--- config.mk ---
export PLATFORM = sky130hd
export DESIGN_NAME = mux_tree_pipe
export DESIGN_NICKNAME = d
export VERILOG_FILES = /design/src/rtl/mux_tree_pipe.sv
export SDC_FILE = /design/constraint.sdc
export NUM_CORES = 1
export LEC_CHECK = 0
export CAP_MARGIN = 10
export CORE_UTILIZATION = 60
export CTS_CLUSTER_DIAMETER = 100
export DETAILED_ROUTE_END_ITERATION = 8
export DONT_BUFFER_PORTS = 1
export PLACE_DENSITY = 0.76
export SYNTH_ARGS = -nofsm -noshare
export SYNTH_HDL_FRONTEND = slang
export SYNTH_SLANG_ARGS = --single-unit
--- constraint.sdc ---
create_clock -name clk -period 2 [get_ports clk]
set_input_delay 0.1 -clock clk [delete_from_list [all_inputs] [get_ports clk]]
set_output_delay 0.1 -clock clk [all_outputs]
set_load 0.01 [all_outputs]
--- src/rtl/mux_tree_pipe.sv ---
// mux_tree_pipe: pipelined NUM_IN:1 mux tree of registered 4:1 stages with valid/ready and auto-scan.
// Define MUX_PARITY_EN to add the registered even-parity output out_par.
module mux_tree_pipe #(
    parameter int DATA_W = 8,
    parameter int NUM_IN = 16,
    localparam int SEL_W = $clog2(NUM_IN),
    localparam int LEVELS = SEL_W / 2
) (
    input  logic                     clk,
    input  logic                     rst_n,
    input  logic [NUM_IN*DATA_W-1:0] in_data,
    input  logic                     in_valid,
    output logic                     in_ready,
    input  logic [SEL_W-1:0]         sel,
    input  logic                     scan_en,
    input  logic                     scan_clr,
    output logic [DATA_W-1:0]        out_data,
    output logic [SEL_W-1:0]         out_sel,
    output logic                     out_valid,
    input  logic                     out_ready
`ifdef MUX_PARITY_EN
    ,
    output logic                     out_par
`endif
);
    logic             stall;
    logic             accept;
    logic [SEL_W-1:0] scan_ptr;
    logic [SEL_W-1:0] eff;

    assign stall    = out_valid & ~out_ready;
    assign in_ready = ~rst_n | ~stall;
    assign accept   = in_valid & in_ready;
    assign eff      = scan_en ? scan_ptr : sel;

    always_ff @(posedge clk) begin
        if (!rst_n)
            scan_ptr <= '0;
        else
            scan_ptr <= scan_clr ? '0 : (accept & scan_en) ? scan_ptr + SEL_W'(1) : scan_ptr;
    end

    // Level g narrows NUM_IN>>(2g) channels to NUM_IN>>(2g+2), steered by select bits [2g+1:2g].
    for (genvar g = 0; g < LEVELS; g++) begin : lv
        localparam int N = NUM_IN >> (2 * g + 2);
        logic [4*N*DATA_W-1:0] src;
        logic [SEL_W-1:0]      ssrc;
        logic                  vsrc;
        logic [N*DATA_W-1:0]   nx;
        logic [N*DATA_W-1:0]   d;
        logic [SEL_W-1:0]      s;
        logic                  v;
        if (g == 0) begin : f
            assign src  = in_data;
            assign ssrc = eff;
            assign vsrc = accept;
        end else begin : f
            assign src  = lv[g-1].d;
            assign ssrc = lv[g-1].s;
            assign vsrc = lv[g-1].v;
        end
        always_comb begin
            nx = '0;
            for (int j = 0; j < N; j++)
                nx[j*DATA_W +: DATA_W] = src[(4 * j + int'(ssrc[2*g +: 2]))*DATA_W +: DATA_W];
        end
        always_ff @(posedge clk) begin
            if (!rst_n) begin
                d <= '0;
                s <= '0;
                v <= 1'b0;
            end else if (!stall) begin
                d <= nx;
                s <= ssrc;
                v <= vsrc;
            end
        end
    end

    assign out_data  = lv[LEVELS-1].d;
    assign out_sel   = lv[LEVELS-1].s;
    assign out_valid = lv[LEVELS-1].v;

`ifdef MUX_PARITY_EN
    always_ff @(posedge clk) begin
        if (!rst_n)
            out_par <= 1'b0;
        else if (!stall)
            out_par <= ^lv[LEVELS-1].nx;
    end
`endif
endmodule
* After elaboration in Yosys (flattened, before gate mapping) *
Cells that the tools add are included.
Widths: inputs -> output; s select.

cells by class
  reductions and logical operators = 1
  bitwise logic cells = 7
  shift-type cells = 5
  add/subtract/negate cells = 4
  multiplexer cells = 1

operator list
  operator             count
  $shiftx 128x9->8     2
  $shiftx 128x6->8     1
  $shiftx 128x8->8     1
  $shiftx 32x6->8      1
  $add 4x2->5 const A  2
  $add 3x2->4 const A  1
  $add 4x1->4 const B  1
  $mux 4               1
  $and 1x1->1          3
  $not 1->1            3
  $reduce_or 2->1      1
  $or 1x1->1           1

word-level totals
  input bits = 138
  flip-flop bits (word level) = 54
  logic and storage cells = 25

* Depth between registers and ports, before layout *
  word-level depth = 6
  gate-level depth with buffers = 6
  depth with buffers taken out = 6

* Least setup slack after synthesis *
No wires, ideal clock.

  path kind = register to register
  start = reg lv[0].s[2]
  end = reg lv[1].d[0] (netlist: out_data[0])
  cell stages (with the launch flop) = 4
  data required time = 1.883 ns
  arrival time = 1.430 ns
  setup slack = 0.453 ns
  library setup time = 0.117 ns
  clock period less this slack = 1.547 ns
  buffers on the path = 1
  path through = dfxtp_1 > clkbuf_1 > mux4_2 > a22o_1

on the way
  word-level cells in the longest chain between the ends = 1

ends and longest elaborated chain
  item                    RTL line  source
  start, declared         51        logic [SEL_W-1:0] s;
  start signal, assigned  74        s <= ssrc;
  $shiftx 32x6->8         65        nx[j*DATA_W +: DATA_W] = src[(4 * j + int'(ssrc[2*g +: 2]))*DATA_W +: DATA_W];
  end signal, assigned    73        d <= nx;
  end, declared           50        logic [N*DATA_W-1:0] d;

Every way passes these cells.
A chain may end at the register's enable or synchronous reset.

* Worst setup path after layout *
  start = reg lv[1].v (netlist: out_valid)
  end = reg lv[0].d[6]

on the way
  word-level cells in the longest chain between the ends = 1

ends and longest elaborated chain
  item                    RTL line  source
  start, declared         52        logic v;
  start signal, assigned  75        v <= vsrc;
  $and 1x1->1             31        assign stall = out_valid & ~out_ready;
  end signal, assigned    73
  end, declared           50

Every way passes these cells.

==> impl_metrics.ini <==
[grt]
grt_pass1_vias = 2395
overflow = 0
antenna_found_initial = 0
gr-max-usage-layer = met2
grtUsageTotal_pct = 27.86
grt_use_met2_pct = 45.16
global_route.usage.met3_pct = 9.191
grt_pass1_wl_um = 11420
grtUsageMet1_pct = 36.01
grt_max_degree = 54

[sta]
hold_violations = 1
report.final.setup_viol = 0
timing.fmax_ghz = 0.5955
rsz0062_at_grt = no
slew_headroom_pct = 39.35
drv_slew = 0
worstMarginPinSlew_ps = 909.8
period_minus_slack_ps = 1679
clock_skew_ps = 6.849
whs_ps = -0.9242
fin_crit_sh_pct = 83.97
tns_ps = 0

[place]
dp.cells = 434
dp_hpwl_um = 5590
io_buffer_count = 0
gp_congestion = 0.8595

[clock_network]
cts_tree = yes
root_buffer = clkbuf_8
numCtsBuffers = 5
h-tree-depth = 2
cts.clk_slew.worst_paths_ps = 90
cts_sinks = 54
clock_latency_ps = 300
cts_resized = 0
ctsHoldBuffers = 2
clockBufferDepth = 2
post-cts-setup-buffers = 0

[yosys]
ys_ff_latch = 54
synthAdderAreaFrac_pct = 0.4039
synth_compound_area_share_pct = 32.35
synth_edf_count = 0
synthCells = 395
yosys.area_share.simple_pct = 17.00
synthFlopType = dfxtp_1
synth_commonest_cells = nand2_1 (114), dfxtp_1 (54), a21oi_1 (43)
yosysUniqueCellTypes = 29
synth_top_area_cell = dfxtp_1
async_flop_share_pct = 0
avgSynthCellArea_sq_um = 7.843
synth_top_area_share_pct = 34.89
synth.most_common_cell = nand2_1
synth_top_family_by_area = compound AO/OA/AOI/OAI gates
yosys_warnings = 0
syn_area_sq_um = 3098
synthTopCellsByArea = dfxtp_1 (35%), nand2_1 (14%), a21oi_1 (6.9%)
synth_xor_area_share_pct = 0.5654
syn_nets = 534
synthMuxAreaShare_pct = 8.037
ys_seq_area_share_pct = 34.89

[worst_setup_path]
crit_required_ps = 2230
cp-start-kind = register
critical_path.top_delay_family = simple AND/OR/NAND/NOR gates
crit_type = register to register
worst-path-max-fanout = 24
crit_chain = nand2b_1, and2_1, a32o_1
r2r-start = out_valid$_SDFFE_PN0N_
reg2reg_slack_ps = 320
reg2reg_depth = 3
crit_buf_inv = 0
r2r-end = lv[0].d[6]$_SDFFE_PN0N_
endpoint_kind = register
cpPeakStageDelay_ps = 770
arrival_ps = 1910
slowest_stage = and2_1

[die]
dieArea_sq_um = 5455
die_x_um = 73.86
ios = 152
core_sq_um = 4848
rows = 25
dieHeight_um = 73.86
start_util_pct = 63.90

[power_and_ir_drop]
vdd_ir_drop_max_v = 0.0003773
pwr_density_cell_nw_per_um2 = 681.6
p_leak_uw = 0.001462

[run]
max_cap_viol_count = 0

[worst_hold_path]
min_path_cells = 2
hold_end = lv[0].s[3]$_SDFFE_PN0N_
min_path_type = primary input to register
min_from = rst_n

[drt]
drt-total-wl_um = 7613
num_vias = 2823
viasPerCell = 6.387
drc = 0
drt_iter0_drc = 196
ant_nets = 0
routedWlPerCell_um = 17.22
firstDrtPassIters = 4

[cells_and_area]
register_area_sq_um = 1081
drive_gt1_share_pct = 6.133
fin_nets = 515
antenna_cells = 0
multiInputGateArea_sq_um = 1824
fin_cells = 442
n_fill_cell = 440
area_growth_syn_to_layout_pct = 3.110

[run_status]
violations = negative hold slack
status = finished with violations
## flip-flops by register name (all words and copies together) (netlist names)
register / flops
out_sel: 4
lv.v: 1
out_valid: 1
lv.d: 32
scan_ptr: 4
lv.s: 4
out_data: 8
## cell type report
type                            count  share of cell area [%]
Inverter                           12                   1.410
Multi-Input combinational cell    295                   57.11
Sequential cell                    54                   33.84
Timing Repair Buffer                8                   2.429
Tap cell                           67                   2.624
Clock buffer                        6                   2.585
## through the flow
stage,hold slack (ps),power (uW),worst slack [ps],cell area [sq um],utilization (%)
2_1_floorplan,211.5,1548,453.4,3098,-
3_3_place_gp,222.2,1607,410.6,3092,63.77
3_5_place_dp,222.8,1621,345.3,3092,63.77
4_1_cts,1.039,2185,321.2,3194,65.88
5_1_grt,6.602,2284,177.9,3194,65.88
6_report,-0.9242,2177,320.6,3194,65.88
## worst max-delay path by stage
stage                            start                       end  slack [ps]  cells after the start
2_1_floorplan  lv[0].s[2]$_SDFFE_PN0N_  out_data[0]$_SDFFE_PN0N_         450                      3
3_3_place_gp    out_valid$_SDFFE_PN0N_   lv[0].d[3]$_SDFFE_PN0N_         410                      3
3_5_place_dp    out_valid$_SDFFE_PN0N_   lv[0].d[6]$_SDFFE_PN0N_         350                      3
4_1_cts         out_valid$_SDFFE_PN0N_   lv[0].d[6]$_SDFFE_PN0N_         320                      3
5_1_grt         out_valid$_SDFFE_PN0N_   lv[0].d[6]$_SDFFE_PN0N_         180                      3
6_report        out_valid$_SDFFE_PN0N_   lv[0].d[6]$_SDFFE_PN0N_         320                      3
## where the power goes
group          internal (uW)  switching, uW  total [uW]
combinational            179            186         365
sequential              1160           73.2        1230
clock                    268            311         579
total                   1610            571        2180
## layer usage
metal / vias up / part of all wire, %
li1: 1372 / -
met1: 1333 / 45
met2: 110 / 46
met3: 8 / 7.7
met4: 0 / 1.0
met5: - / 0
## cells in the final DEF, fill, tap and decap left out, types with 3 or more instances in the layout
master    instances
a32o_1           11
a22oi_1          11
nor2_1            6
clkbuf_8          6
mux4_2            8
buf_4             5
o21ai_0          24
nand3_1           3
dfxtp_1          54
a22o_1           23
a21oi_1          43
nand2_1         114
mux2i_1           4
a21o_1           11
inv_1            12
a211o_1          21
## logic make-up after synthesis
group,after synthesis
AOI/OAI and AO/OA,145
and+or+nand+nor,133
DFF,54
buffers and inverters,46
muxes,14
xor gates and xnor gates,2
adders and majority gates,1
(Power assumes the default switching activity.)
